==> src/rtl/offchip_lane_rx_if.sv <==
// Link-side and consumer-side signals of the off-chip lane receiver.
// The master drives beats, ready and err_clr; the slave (receiver) returns words, credits and error flags.
interface offchip_lane_rx_if;
    logic [15:0] lane_data;
    logic        lane_valid;
    logic        lane_sof;
    logic [63:0] data_out;
    logic        valid_out;
    logic        ready;
    logic        credit_ret;
    logic        err_clr;
    logic        err_proto;
    logic        err_ovf;

    modport master (
        output lane_data, lane_valid, lane_sof, ready, err_clr,
        input  data_out, valid_out, credit_ret, err_proto, err_ovf
    );

    modport slave (
        input  lane_data, lane_valid, lane_sof, ready, err_clr,
        output data_out, valid_out, credit_ret, err_proto, err_ovf
    );
endinterface

==> src/rtl/offchip_lane_rx.sv <==
// Assembles four interleaved 16-bit link beats into 64-bit words and queues them in a
// first-word-fall-through FIFO, returning one credit per popped entry.
module offchip_lane_rx #(
    parameter int DEPTH = 4
) (
    input logic             clk,
    input logic             rst,
    offchip_lane_rx_if.slave bus
);
    localparam int PW = (DEPTH > 1) ? $clog2(DEPTH) : 1;
    localparam int CW = $clog2(DEPTH + 1);
    localparam logic [CW-1:0] FULL_CNT = CW'(DEPTH);
    localparam logic [PW-1:0] LAST_PTR = PW'(DEPTH - 1);

    typedef enum logic [1:0] {EXP0, EXP1, EXP2, EXP3} state_e;

    state_e        state_q, state_d;
    logic [23:0]   hi_q, hi_d, lo_q, lo_d;
    logic [63:0]   mem_q [DEPTH];
    logic [PW-1:0] wptr_q, wptr_d, rptr_q, rptr_d;
    logic [CW-1:0] cnt_q, cnt_d;
    logic          credit_q;
    logic          perr_q, perr_d, oerr_q, oerr_d;
    logic          push, pop, full, push_ok, proto_viol;
    logic [63:0]   word;
    logic [4:0]    bofs;

    function automatic logic [PW-1:0] ptr_inc(input logic [PW-1:0] p);
        return (p == LAST_PTR) ? '0 : p + 1'b1;
    endfunction

    // Beats 0..2 are held split into high/low byte lanes; beat 3 is merged straight from the link.
    assign bofs = {state_q, 3'b000};
    assign word = {bus.lane_data[15:8], hi_q, bus.lane_data[7:0], lo_q};

    always_comb begin
        state_d    = state_q;
        hi_d       = hi_q;
        lo_d       = lo_q;
        push       = 1'b0;
        proto_viol = 1'b0;
        if (bus.lane_valid) begin
            if (bus.lane_sof) begin
                // sof mid-word resyncs: the partial word is abandoned and this beat restarts it.
                proto_viol = (state_q != EXP0);
                hi_d[7:0]  = bus.lane_data[15:8];
                lo_d[7:0]  = bus.lane_data[7:0];
                state_d    = EXP1;
            end else begin
                case (state_q)
                    EXP0: proto_viol = 1'b1;
                    EXP3: begin
                        push    = 1'b1;
                        state_d = EXP0;
                    end
                    default: begin
                        hi_d[bofs +: 8] = bus.lane_data[15:8];
                        lo_d[bofs +: 8] = bus.lane_data[7:0];
                        state_d = (state_q == EXP1) ? EXP2 : EXP3;
                    end
                endcase
            end
        end
    end

    assign pop     = bus.valid_out && bus.ready;
    assign full    = (cnt_q == FULL_CNT);
    assign push_ok = push && (!full || pop);

    always_comb begin
        wptr_d = push_ok ? ptr_inc(wptr_q) : wptr_q;
        rptr_d = pop ? ptr_inc(rptr_q) : rptr_q;
        case ({push_ok, pop})
            2'b10:   cnt_d = cnt_q + 1'b1;
            2'b01:   cnt_d = cnt_q - 1'b1;
            default: cnt_d = cnt_q;
        endcase
        // A new error beats err_clr in the same cycle.
        perr_d = proto_viol ? 1'b1 : (bus.err_clr ? 1'b0 : perr_q);
        oerr_d = (push && !push_ok) ? 1'b1 : (bus.err_clr ? 1'b0 : oerr_q);
    end

    always_ff @(posedge clk or negedge rst) begin
        if (!rst) begin
            state_q  <= EXP0;
            hi_q     <= '0;
            lo_q     <= '0;
            wptr_q   <= '0;
            rptr_q   <= '0;
            cnt_q    <= '0;
            credit_q <= 1'b0;
            perr_q   <= 1'b0;
            oerr_q   <= 1'b0;
        end else begin
            state_q  <= state_d;
            hi_q     <= hi_d;
            lo_q     <= lo_d;
            wptr_q   <= wptr_d;
            rptr_q   <= rptr_d;
            cnt_q    <= cnt_d;
            credit_q <= pop;
            perr_q   <= perr_d;
            oerr_q   <= oerr_d;
        end
    end

    always_ff @(posedge clk or negedge rst) begin
        if (!rst) begin
            for (int i = 0; i < DEPTH; i++) mem_q[i] <= '0;
        end else if (push_ok) begin
            mem_q[wptr_q] <= word;
        end
    end

    assign bus.data_out   = mem_q[rptr_q];
    assign bus.valid_out  = (cnt_q != '0);
    assign bus.credit_ret = credit_q;
    assign bus.err_proto  = perr_q;
    assign bus.err_ovf    = oerr_q;
endmodule

==> src/flat_wrapper.sv <==
// flat-port wrapper written by rule: the top's interface ports become plain ports
module offchip_lane_rx_flat 
#(
    parameter int DEPTH = 4
)
  (clk, rst, bus_lane_data, bus_lane_valid, bus_lane_sof, bus_ready, bus_err_clr, bus_data_out, bus_valid_out, bus_credit_ret, bus_err_proto, bus_err_ovf);
  offchip_lane_rx_if bus_i ();
  input logic clk;
  input logic rst;
  input wire logic [$bits(bus_i.lane_data)-1:0] bus_lane_data;
  input wire logic [$bits(bus_i.lane_valid)-1:0] bus_lane_valid;
  input wire logic [$bits(bus_i.lane_sof)-1:0] bus_lane_sof;
  input wire logic [$bits(bus_i.ready)-1:0] bus_ready;
  input wire logic [$bits(bus_i.err_clr)-1:0] bus_err_clr;
  output wire logic [$bits(bus_i.data_out)-1:0] bus_data_out;
  output wire logic [$bits(bus_i.valid_out)-1:0] bus_valid_out;
  output wire logic [$bits(bus_i.credit_ret)-1:0] bus_credit_ret;
  output wire logic [$bits(bus_i.err_proto)-1:0] bus_err_proto;
  output wire logic [$bits(bus_i.err_ovf)-1:0] bus_err_ovf;
  assign bus_i.lane_data = bus_lane_data;
  assign bus_i.lane_valid = bus_lane_valid;
  assign bus_i.lane_sof = bus_lane_sof;
  assign bus_i.ready = bus_ready;
  assign bus_i.err_clr = bus_err_clr;
  assign bus_data_out = bus_i.data_out;
  assign bus_valid_out = bus_i.valid_out;
  assign bus_credit_ret = bus_i.credit_ret;
  assign bus_err_proto = bus_i.err_proto;
  assign bus_err_ovf = bus_i.err_ovf;
  offchip_lane_rx #(.DEPTH(DEPTH)) u_core (.clk(clk), .rst(rst), .bus(bus_i));
endmodule
==> config.mk <==
export PLATFORM = sky130hd
export DESIGN_NAME = offchip_lane_rx_flat
export DESIGN_NICKNAME = d
export VERILOG_FILES = /design/src/rtl/offchip_lane_rx_if.sv /design/src/rtl/offchip_lane_rx.sv /design/src/flat_wrapper.sv
export SDC_FILE = /design/constraint.sdc
export NUM_CORES = 1
export LEC_CHECK = 0
export CAP_MARGIN = 25
export CORE_UTILIZATION = 55
export CTS_BUF_LIST = sky130_fd_sc_hd__clkbuf_4 sky130_fd_sc_hd__clkbuf_8
export CTS_CLUSTER_SIZE = 8
export DETAILED_ROUTE_END_ITERATION = 10
export GPL_TIMING_DRIVEN = 0
export PLACE_DENSITY = 0.78
export SYNTH_ARGS = -nofsm -noshare
export SYNTH_HDL_FRONTEND = slang
export SYNTH_SLANG_ARGS = --single-unit
==> constraint.sdc <==
create_clock -name clk -period 2 [get_ports clk]
set_input_delay 0.5 -clock clk [delete_from_list [all_inputs] [get_ports clk]]
set_output_delay 0.5 -clock clk [all_outputs]
set_load 0.005 [all_outputs]
* Word-level counts from Yosys, hierarchy flattened
Index checks and enable logic that the tools add are counted.
Word-level totals: bits in registers 316, output and inout port bits 68, logic and storage cells 83
Cells by class: $add $sub $neg 5, magnitude comparators 3, equality and inequality tests 9, shift-type cells 3, multiplexer cells 27, bitwise gates (word level) 4, reduce and logical (&&, ||, !) cells 17
Operators by type and width (count):
- $bwmux W256 | 1
- $mux W64 | 3
- $bmux W64 S2 | 1
- $demux W64 S2 | 1
- $bwmux W24 | 2
- $shiftx A8 B7 Y24 | 2
- $mux W8 | 4
- $shift A8 B7 Y24 const A | 1
- $mux W1 | 10
- $eq A2 B2 Y1 const B | 4
- $reduce_bool A2 Y1 | 4
- $neg A5 Y7 | 1
- $ge A3 B3 Y1 const B | 2
- $mux W2 | 3
- $not A2 Y3 | 2
- $pmux W3 S2 | 1
- $add A2 B1 Y2 const B | 2
- $eq A2 B1 Y1 const B | 2
- $logic_and A1 B1 Y1 | 4
- $pmux W2 S2 | 1
- $reduce_and A2 Y1 | 2
- $add A3 B1 Y3 const B | 1
- $eq A3 B3 Y1 const B | 1
- $lt A3 B1 Y1 const B | 1
- 10 further kinds | 12

* Logic depth before layout (Yosys ltp)
Gate-level depths: netlist of run 1.
depth in word-level cells 8, gate-level depth with buffers 10, mapped depth without buffers 10

* Worst setup path before layout of run 1
OpenSTA, ideal clock, no wires.
path kind input -> register, from input port bus_ready, to register u_core.cnt_q[2], data arrival time 2.029 ns, path slack -0.108 ns, cell stages on the path 9, path buffers 0, cells stage by stage nor4b_4 -> nor2_1 -> inv_1 -> ha_1 -> inv_1 -> fa_1 -> xor2_1 -> nor2_1 -> xor2_1
On the way: longest elaborated chain between the ends 5
Ends and longest elaborated chain:
- from (decl) | RTL line flat_wrapper.sv:13 | input wire logic [$bits(bus_i.ready)-1:0] bus_ready;
- $logic_and A1 B1 Y1 (*) | RTL line offchip_lane_rx.sv:66 | assign pop = bus.valid_out && bus.ready;
- $logic_or A1 B1 Y1 | RTL line offchip_lane_rx.sv:68 | assign push_ok = push && (!full || pop);
- $logic_and A1 B1 Y1 | RTL line offchip_lane_rx.sv:68
- $eq A2 B1 Y1 / $eq A2 B2 Y1 (equally long branches) | RTL line offchip_lane_rx.sv:73 | case ({push_ok, pop})
- $pmux W3 S2 / $reduce_bool A2 Y1 (equally long branches)
- to (signal assigned) | RTL line offchip_lane_rx.sv:100 | cnt_q <= cnt_d;
- to (decl) | RTL line offchip_lane_rx.sv:21 | logic [CW-1:0] cnt_q, cnt_d;
Every way passes the cells marked *; elsewhere a longest branch is shown, timed or not. A chain may end at the register's enable or synchronous reset.

* Final worst setup path of run 1
from register u_core.rptr_q[0], to output port bus_data_out[56]
On the way: longest elaborated chain between the ends 4
Ends and longest elaborated chain:
- from (decl) | RTL line offchip_lane_rx.sv:20 | logic [PW-1:0] wptr_q, wptr_d, rptr_q, rptr_d;
- from (signal assigned) | RTL line offchip_lane_rx.sv:99 | rptr_q <= rptr_d;
- $not A2 Y3 (implied by the code) | RTL line offchip_lane_rx.sv:115 | assign bus.data_out = mem_q[rptr_q];
- $bmux W64 S2 | RTL line offchip_lane_rx.sv:115
- $mux W64 (implied by the code) (2 in series) | RTL line offchip_lane_rx.sv:115
- to (decl) | RTL line flat_wrapper.sv:15 | output wire logic [$bits(bus_i.data_out)-1:0] bus_data_out;
Every way passes these cells. The select of a mux whose other input is x is not followed.

==> results of run 1 <==
sequential cells by signal, indices dropped and copies added, names as in the netlist, 2 cells and up:
signal,flops
u_core.lo_q,24
u_core.wptr_q,2
u_core.mem_q,256
u_core.cnt_q,3
u_core.rptr_q,2
u_core.hi_q,24
u_core.state_q,2
layout make-up:
type	count	area, um2
sequential	316	7910
fill	1398	6150
multi-input combinational	477	6100
timing repair buffer	197	2150
clock buffer	81	977
buffer	45	624
tap	324	405
inverter	14	52.6
clock inverter	3	17.5
cells by family after synthesis:
group / Yosys count
xor gates and xnor gates: 3
AOI/OAI and AO/OA: 38
DFF: 316
and+or+nand+nor: 85
adders and majority gates: 12
buffers and inverters: 66
muxes: 339
worst reg2reg max path: stages (launching register included):
cell and delay [ns]:
dfrtp_1 0.39, ha_4 0.15, nand3b_1 0.12, buf_6 0.17
buf_6 0.12, nor3b_4 0.22, buf_4 0.16, buf_12 0.14
buf_12 0.13, buf_12 0.13, mux2_4 0.31
through the flow:
stage	setup WS, ns	power [mW]	area (um2)	std cells	hold WS [ns]
2_1_floorplan	-0.0436	13.6	13700	859	0.204
3_3_place_gp	-13.23	16.3	15000	1272	0.474
3_5_place_dp	-0.860	16.6	15000	1274	0.490
4_1_cts	-0.656	23.7	18200	1467	-0.0416
5_1_grt	-0.631	25.5	18200	1457	-0.0332
6_report	-0.586	24.4	18200	1457	-0.0640
power groups by stage:
stage / Clock, mW / Sequential (mW) / Combinational (mW)
floorplan: 0 / 9.24 / 4.35
global placement: 0 / 9.61 / 6.70
detailed placement: 0 / 9.69 / 6.88
CTS: 5.56 / 9.62 / 8.54
global route: 5.93 / 10.1 / 9.45
finish: 5.61 / 9.90 / 8.92
cell usage in the layout (no fill, tap or decap), types with 12 or more instances in the layout:
cell	instances
buf_8	18
clkdlybuf4s50_1	21
o21ai_0	32
mux2_2	88
nand2_1	67
dfrtp_1	313
mux4_2	64
buf_12	44
buf_2	59
buf_6	53
mux2_4	187
clkbuf_8	63
clkbuf_4	23
inv_1	12
buf_4	23
worst paths after layout:
kind                                   startpoint                 to  cells past startpoint
worst max-delay path             u_core.rptr_q[0]   bus_data_out[56]                      5
worst min-delay path                          rst    u_core.mem_q[3]                      1
worst max register to register  u_core.state_q[1]   u_core.mem_q[48]                     10
worst min register to register  u_core.mem_q[123]  u_core.mem_q[123]                      1
max in group asynchronous                     rst  u_core.mem_q[117]                      3
min in group clk                     bus_lane_sof  u_core.state_q[1]                      2
routing by layer:
metal | part of all wire | vias up
met2 | 0.51 | 369
met1 | 0.40 | 4706
met4 | 0.028 | 0
met5 | 0 | -
li1 | - | 3601
met3 | 0.060 | 85
timing repair:
item                                   in CTS  in global routing
setup endpoints to repair                 327                352
pin swaps                                   8                 11
cloned                                     28                  0
resized for setup                         515                179
buffers inserted                           81                 27
endpoints found under the hold margin      66                  9
==> summary.md, run 1 <==
| Metric | Value |
|---|---|
| Leak | 8.60 nW |
| Register area share after synthesis | 0.578 |
| Reg2reg setup slack | -0.16 ns |
| Critical path capture point type | primary output |
| Initial antenna violation count | 0 |
| Met1 Track Usage GR | 0.402 |
| Die ar. | 25500 um2 |
| Startpoint Class | register |
| Initial Util | 0.561 |
| Fmax | 387 MHz |
| Status | finished, violations left |
| Sequential Power Share | 0.405 |
| Final clock skew | 0.0163 ns |
| Internal power | 17.1 mW |
| Worst-skew pair later-pin latency | 0.57 ns |
| Cell Pwr Density | 1340 nW/um2 |
| Synth cell types | 28 |
| Largest delay contributor family on the critical path | buffers and inverters |
| Main area contributors after synthesis | dfrtp_1 58%, mux2_2 23%, mux4_2 11% |
| Crit-path max cell delay | 0.52 ns |
| Slowest cell on crit path | mux4_2 |
| Core area | 24400 um2 |
| Synth area leader | dfrtp_1 |
| Global route overflow | 0 |
| Fin worst setup slack | -0.586 ns |
| Via/cell ratio | 6.01 |
| Clock tree buffer depth | 3 |
| Setup TNS Final | -40.95 ns |
| Global-route wire length before repair | 58.2 mm |
| Row count | 57 |
| Final hold slack | -0.0640 ns |
| Sw power | 7.37 mW |
| Mapped Cells | 859 |
| 1st-pass router iterations | 5 |
| Via count | 8761 |
| Syn Std Cell Area | 13700 um2 |
| Max-slew violations | 0 |
| Global Route Usage Sum | 0.304 |
| Net count, final | 1135 |
| Worst slew pin tran | 0.712 ns |
| Combinational share of power | 0.365 |
| PortBufs | 89 |
| N_diodes | 0 |
| RSZ-0062 raised after global routing | yes |
| Hold Path Class | input pin to asynchronous set/reset pin |
| Endpoints failing hold | 82 |
| Util after Layout | 0.748 |
| Max-Cap Viols | 0 |
| Post-synth top area share | 0.578 |
| Post-synth top cells | 316 x dfrtp_1, 275 x mux2_2, 68 x nand2_1, 64 x mux4_2, 34 x o21ai_0 |
| Fraction of synthesized area in multiplexers | 0.332 |
| CP required | 1.50 ns |
| Worst EP arrival | 2.09 ns |
| EDFF count, synth | 0 |
| Complex-gate fraction of the synthesized area | 0.0143 |
| Busiest layer in global routing | met2 |
| DRC | 0 |
| Switching fraction of total power | 0.302 |
| Post-synth ARST share | 1.00 |
| Worst VDD drop | 0.945 mV |
| Vias in the first global route | 9617 |
| Simple-Gate Fraction of Synth Area | 0.0286 |
| Flop and latch count out of synthesis | 316 |
| Finish-stage setup viols | 220 |
| Hpwl dp | 18.4 mm |
| Met2 Usage GRT | 0.503 |
| Clk pwr share | 0.230 |
| M3 GR Usage | 0.0574 |
| Crit-path cells | buf_12, buf_12, buf_8, mux4_2, buf_2 |
| Antenna-violating nets left | 0 |
| Yosys warns | 0 |
| Pin count of the biggest net entering global routing | 124 |
| Num ports | 90 |
| Wire per inst | 26.3 um |
| Maximum level of the CTS H-tree | 2 |
| Layout cells sized above 1 | 0.581 |
| Cell with the most instances after synthesis | dfrtp_1 |
| CTS Buf Count | 50 |
| Final WL | 38.3 mm |
| Chip Height | 160 um |
| Adder-Cell Fraction of Synth Area | 0.0115 |
| Routability congestion estimate | 0.719 |
| Main flop type after synthesis | dfrtp_1 |
| CTS root buf | clkbuf_8 |
| Main combinational cell family by area after synthesis | multiplexers |
| Synth Area in XOR/XNOR | 0.00192 |
| Die X | 160 um |
| Post-layout min period | 2.59 ns |
| Relative slew slack | 0.525 |
| Drt first-iter violations | 678 |
| Clock-pin slew on the worst setup and hold paths | 0.07 ns |
| Crit path buffers/inverters | 4 |
| Area Growth Syn to Fin | 33.3% |
| Clk sinks | 316 |
| Violated checks | negative hold slack, negative setup slack |
| Most common cell type on the critical path | buf_12 |
| Crit path kind | register to primary output |
| Tcrit/Tclk final | 1.29 |
| Syn_area_per_cell | 15.9 um2 |
| Mapped Nets | 893 |
| TritonCTS clock tree | built |
| Worst-path fanout max | 8 |
No activity file was read; power rests on OpenSTA's default activity.
==> inputs of run 2 (changes only) <==
Settings changed: REMOVE_ABC_BUFFERS from default to 1.
==> summary.md, run 2 (synthesized netlist as in run 1, its figures left out) <==
| Metric | Value |
|---|---|
| Util after Layout | 0.775 (was 0.748) |
| Critical path capture point type | primary output (unchanged) |
| Fin area | 18900 um2 (was 18200 um2) |
| Maximum level of the CTS H-tree | 2 (unchanged) |
| Clock-pin slew on the worst setup and hold paths | 0.06 ns (was 0.07 ns) |
| Largest Register | u_core.mem_q (unchanged) |
| Relative slew slack | 0.529 (was 0.525) |
| Violated checks | negative setup slack (was negative hold slack, negative setup slack) |
| Hpwl dp | 17.2 mm (was 18.4 mm) |
| Worst slew pin tran | 0.704 ns (was 0.712 ns) |
| Final clock skew | 0.0422 ns (was 0.0163 ns) |
| Worst EP arrival | 2.17 ns (was 2.09 ns) |
| Net count, final | 1147 (was 1135) |
| Clk pwr share | 0.227 (was 0.230) |
| CTS Buf Count | 51 (was 50) |
| CP required | 1.50 ns (about the same) |
| Via count | 8869 (was 8761) |
| FILL cells | 1257 (was 1398) |
| Slowest cell on crit path | dfrtp_4 (was mux4_2) |
| Via/cell ratio | 6.05 (was 6.01) |
| Tcrit/Tclk final | 1.33 (was 1.29) |
| CP Launch Point | u_core.rptr_q[0] (unchanged) |
| RSZ-0062 raised after global routing | yes (unchanged) |
| Final WL | 39.8 mm (was 38.3 mm) |
| Commonest non-fill, non-tap cell in the layout | dfrtp_1 (unchanged) |
| Crit path buffers/inverters | 5 (was 4) |
| Worst-skew pair later-pin latency | 0.59 ns (was 0.57 ns) |
| Wire per inst | 27.1 um (was 26.3 um) |
| Max reg flops | 256 (unchanged) |
| Drt first-iter violations | 642 (was 678) |
| Fmax | 375 MHz (was 387 MHz) |
| Status | finished, violations left (unchanged) |
| Internal power | 17.7 mW (was 17.1 mW) |
| Setup TNS Final | -87.68 ns (was -40.95 ns) |
| Hold Path Class | input pin to asynchronous set/reset pin (unchanged) |
| Global-route wire length before repair | 53.1 mm (was 58.2 mm) |
| Clk sinks | 316 (unchanged) |
| Max-Cap Viols | 0 (unchanged) |
| 1st-pass router iterations | 5 (unchanged) |
| Combinational share of power | 0.379 (was 0.365) |
| Antenna-violating nets left | 0 (unchanged) |
| R2r startpoint | u_core.state_q[1] (unchanged) |
| Global route overflow | 0 (unchanged) |
| PortBufs | 89 (unchanged) |
| Area Growth Syn to Fin | 38.1% (was 33.3%) |
| Worst-path fanout max | 4 (was 8) |
| Crit-path max cell delay | 0.52 ns (about the same) |
| Global Route Usage Sum | 0.270 (was 0.304) |
| Core area | 24400 um2 (unchanged) |
| Most common cell type on the critical path | buf_12 (unchanged) |
| Chip Height | 160 um (unchanged) |
| Endpoints failing hold | 0 (was 82) |
| Initial antenna violation count | 1 (was 0) |
| Crit path kind | register to primary output (unchanged) |
| Switching fraction of total power | 0.300 (was 0.302) |
| Regs by FF count | u_core.mem_q: 256 flops, u_core.hi_q: 24 flops, u_core.lo_q: 24 flops (unchanged) |
| Sequential Power Share | 0.393 (was 0.405) |
| Worst VDD drop | 0.982 mV (was 0.945 mV) |
| Sw power | 7.62 mW (was 7.37 mW) |
| Pin count of the biggest net entering global routing | 120 (was 124) |
| TritonCTS clock tree | built (unchanged) |
| Max-slew violations | 0 (unchanged) |
| Vias in the first global route | 9186 (was 9617) |
| Fin worst setup slack | -0.669 ns (was -0.586 ns) |
| Placed Area | 15100 um2 (was 15000 um2) |
| Crit-path cells | buf_12, buf_16, buf_12, buf_6, mux4_2, buf_2 (was buf_12, buf_12, buf_8, mux4_2, buf_2) |
| Most frequent cells in the layout | 312 x dfrtp_1, 237 x mux2_4, 68 x nand2_1 (was 313 x dfrtp_1, 187 x mux2_4, 88 x mux2_2) |
| Leak | 8.87 nW (was 8.60 nW) |
| Startpoint Class | register (unchanged) |
| Cell Pwr Density | 1340 nW/um2 (about the same) |
| Num ports | 90 (unchanged) |
| Largest delay contributor family on the critical path | buffers and inverters (unchanged) |
| Row count | 57 (unchanged) |
| Finish-stage setup viols | 327 (was 220) |
| Die X | 160 um (unchanged) |
| Routability congestion estimate | 0.690 (was 0.719) |
| Die ar. | 25500 um2 (unchanged) |
| Post-place setup slack | -1.54 ns (was -0.860 ns) |
| Clock tree buffer depth | 3 (unchanged) |
| Post-layout min period | 2.67 ns (was 2.59 ns) |
| Initial Util | 0.561 (unchanged) |
| DRC | 0 (unchanged) |
| Layout cells sized above 1 | 0.586 (was 0.581) |
| CTS root buf | clkbuf_8 (unchanged) |
[run 2: final timing paths]
kind / end / depth (start not counted) / slack, ns
max: bus_data_out[48] / 6 / -0.67
min: u_core.mem_q[89] / 2 / 0.36
max reg2reg: u_core.mem_q[225] / 11 / -0.34
min reg2reg: u_core.mem_q[222] / 1 / 0.51
max in group asynchronous: u_core.mem_q[247] / 4 / 0.32
min in group clk: u_core.state_q[1] / 2 / 0.48
[run 2: metrics by stage]
stage          hold WS, ns  power (mW)  instances
5_1_grt              0.359        26.4       1465
3_3_place_gp         0.473        15.4       1220
3_5_place_dp         0.317        16.5       1258
6_report             0.361        25.4       1466
2_1_floorplan        0.204        13.4        807
4_1_cts              0.298        23.7       1422
[run 2: what timing repair did]
item	in CTS	in global routing
gates cloned	11	15
endpoints found under the setup margin	355	308
pin swaps	9	10
hold endpoints to repair	12	0
hold buffers	1	0
resized for setup	423	214
buffers inserted	80	36
[run 2: power by group through the flow]
stage               sequential [mW]  clock [mW]  combinational, mW
finish                         9.97        5.77               9.62
global route                   10.1        6.11               10.1
CTS                            9.61        5.70               8.35
detailed placement             9.95           0               6.57
global placement               10.0           0               5.40
floorplan                      9.64           0               3.78
[run 2: routing by layer]
| metal | global-route usage | routed length (um) | up-vias |
|---|---|---|---|
| li1 | - | - | 3631 |
| met1 | 0.379 | 16800 | 4795 |
| met2 | 0.430 | 19600 | 350 |
| met3 | 0.0416 | 2070 | 93 |
| met4 | 0.102 | 1290 | 0 |
| met5 | 0 | 0 | - |
[run 2: worst register-to-register path, delay by kind of cell, from the launching register on]
kind,cells,cell delay [ns]
fa+ha+maj,1,0.18
buf+inv,7,0.90
mux,1,0.30
simple gates,2,0.39
flops,1,0.41
[run 2: layout make-up]
class	instances	area [um2]	share of cell area
inverters	14	52.6	0.00278
flip-flops and latches	316	7920	0.419
clock inverters	1	30.0	0.00159
multi-input cells	477	6300	0.333
repair buffers	253	3200	0.169
diodes	1	2.50	0.000132
clock buffers	80	988	0.0523
well taps	324	405	0.0215
==> inputs of run 3 (changes only) <==
Settings changed: SKIP_LAST_GASP from default to 1.
==> summary.md, run 3 (synthesized netlist as in run 1, its figures left out) <==
| Metric | Value |
|---|---|
| Relative slew slack | 0.464 (was 0.529) |
| Via/cell ratio | 6.00 (was 6.05) |
| Area Growth Syn to Fin | 36.2% (was 38.1%) |
| Busiest layer in global routing | met2 (unchanged) |
| Vias in the first global route | 9064 (was 9186) |
| Most frequent cells in the layout | 312 x dfrtp_1, 204 x mux2_4, 71 x mux2_2 (was 312 x dfrtp_1, 237 x mux2_4, 68 x nand2_1) |
| Met1 Track Usage GR | 0.369 (was 0.379) |
| Cell Pwr Density | 1340 nW/um2 (about the same) |
| Worst-skew pair later-pin latency | 0.59 ns (about the same) |
| 1st-pass router iterations | 5 (unchanged) |
| Largest Register | u_core.mem_q (unchanged) |
| Startpoint Class | register (unchanged) |
| Global-route wire length before repair | 51.5 mm (was 53.1 mm) |
| Max-slew violations | 0 (unchanged) |
| CP Launch Point | u_core.rptr_q[0] (unchanged) |
| Antenna-violating nets left | 0 (unchanged) |
| Crit path kind | register to primary output (unchanged) |
| Sequential Power Share | 0.396 (was 0.393) |
| R2r startpoint | u_core.state_q[1] (unchanged) |
| Violated checks | negative setup slack (unchanged) |
| CTS Buf Count | 51 (unchanged) |
| Final WL | 38.7 mm (was 39.8 mm) |
| DRC | 0 (unchanged) |
| Worst slew pin tran | 0.802 ns (was 0.704 ns) |
| Placed Cells | 1258 (unchanged) |
| Fmax | 376 MHz (was 375 MHz) |
| M3 GR Usage | 0.0400 (was 0.0416) |
| Worst VDD drop | 0.887 mV (was 0.982 mV) |
| PortBufs | 89 (unchanged) |
| Wire per inst | 26.5 um (was 27.1 um) |
| Num ports | 90 (unchanged) |
| Die ar. | 25500 um2 (unchanged) |
| Util after Layout | 0.764 (was 0.775) |
| CP required | 1.50 ns (about the same) |
| Via count | 8758 (was 8869) |
| Worst EP arrival | 2.16 ns (was 2.17 ns) |
| Maximum level of the CTS H-tree | 2 (unchanged) |
| Row count | 57 (unchanged) |
| Sw power | 7.51 mW (was 7.62 mW) |
| Post-layout min period | 2.66 ns (was 2.67 ns) |
| Chip Height | 160 um (unchanged) |
| Reg2reg setup slack | -0.36 ns (was -0.34 ns) |
| Fin cells | 1460 (was 1466) |
| RSZ-0062 raised after global routing | yes (unchanged) |
| Commonest non-fill, non-tap cell in the layout | dfrtp_1 (unchanged) |
| Layout cells sized above 1 | 0.584 (was 0.586) |
| Total Power | 25.1 mW (was 25.4 mW) |
| Internal power | 17.5 mW (was 17.7 mW) |
| Global Route Usage Sum | 0.261 (was 0.270) |
| Initial Util | 0.561 (unchanged) |
| CTS root buf | clkbuf_8 (unchanged) |
| Clk sinks | 316 (unchanged) |
| Global route overflow | 0 (unchanged) |
| Core area | 24400 um2 (unchanged) |
| Finish-stage setup viols | 330 (was 327) |
| Routability congestion estimate | 0.690 (unchanged) |
| Met2 Usage GRT | 0.414 (was 0.430) |
| Die X | 160 um (unchanged) |
| Critical path capture point type | primary output (unchanged) |
| Tcrit/Tclk final | 1.33 (about the same) |
| Max-Cap Viols | 0 (unchanged) |
| Max reg flops | 256 (unchanged) |
| Hpwl dp | 17.2 mm (unchanged) |
| Regs by FF count | u_core.mem_q: 256 flops, u_core.hi_q: 24 flops, u_core.lo_q: 24 flops (unchanged) |
| Clock tree buffer depth | 3 (unchanged) |
| Status | finished, violations left (unchanged) |
| Endpoints failing hold | 0 (unchanged) |
| Final clock skew | 0.0335 ns (was 0.0422 ns) |
| Leak | 8.76 nW (was 8.87 nW) |
| Fin worst setup slack | -0.662 ns (was -0.669 ns) |
| Clock-pin slew on the worst setup and hold paths | 0.07 ns (was 0.06 ns) |
| Combinational share of power | 0.373 (was 0.379) |
| Drt first-iter violations | 633 (was 642) |
| Switching fraction of total power | 0.300 (about the same) |
| Hold Path Class | input pin to asynchronous set/reset pin (unchanged) |
| Net count, final | 1142 (was 1147) |
| TritonCTS clock tree | built (unchanged) |
| Clk pwr share | 0.231 (was 0.227) |
| N_diodes | 0 (was 1) |
| Worst-path fanout max | 4 (unchanged) |
| Initial antenna violation count | 1 (unchanged) |
| Post-place setup slack | -1.54 ns (unchanged) |
| Pin count of the biggest net entering global routing | 120 (unchanged) |
-- run 3: changes by cell type in the layout (fill, tap and decap cells not counted), sizes merged --
cell / before / now
diode: 1 / 0
clkbuf: 100 / 98
buf: 208 / 205
-- run 3: repair_timing --
item | in CTS | in global routing
resized for setup | 348 | 250
hold buffers | 1 | 0
cloned | 11 | 13
endpoints found under the setup margin | 355 | 296
hold endpoints to repair | 12 | 0
buffers inserted | 80 | 31
pin swaps | 9 | 10
-- run 3: final cells by class --
class	instances	area [um2]
clock buffers	80	988
fillers	1294	5750
well taps	324	405
flip-flops and latches	316	7920
multi-input cells	477	6170
repair buffers	248	3080
inverters	14	52.6
clock inverters	1	30.0
-- run 3: path summary, 6_finish.rpt --
kind,end,cells past startpoint
min reg2reg,u_core.mem_q[150],1
max in group asynchronous,u_core.mem_q[247],4
max reg2reg,u_core.mem_q[44],10
min,u_core.mem_q[25],2
min in group clk,u_core.state_q[1],2
max,bus_data_out[48],6
-- run 3: routing by layer --
layer / wire length (um) / vias to the layer above / share of wire
li1: - / 3623 / -
met1: 16100 / 4702 / 0.42
met2: 18900 / 332 / 0.49
met3: 2260 / 99 / 0.058
met4: 1360 / 2 / 0.035
met5: 13 / - / 0.00034
-- run 3: power by group through the flow --
stage	Combinational [mW]	Sequential (mW)	Clock (mW)
6_report	9.34	9.92	5.79
4_1_cts	8.08	9.59	5.70
3_3_place_gp	5.40	10.0	0
2_1_floorplan	3.78	9.64	0
3_5_place_dp	6.57	9.95	0
5_1_grt	9.85	10.1	6.10
-- run 3: worst max-delay path, stage by stage (launching register included) --
cell	delay (ns)
dfrtp_4	0.52
buf_12	0.16
buf_16	0.13
buf_12	0.14
buf_6	0.11
mux4_2	0.40
buf_2	0.14
-- run 3: per-stage QoR --
step | hold slack [ns] | TNS [ns] | area, um2
2_1_floorplan | 0.204 | -1192.84 | 13300
3_3_place_gp | 0.473 | -6779.74 | 14600
3_5_place_dp | 0.317 | -322.96 | 15100
4_1_cts | 0.298 | -52.35 | 17200
5_1_grt | 0.363 | -96.22 | 18600
6_report | 0.350 | -89.54 | 18600
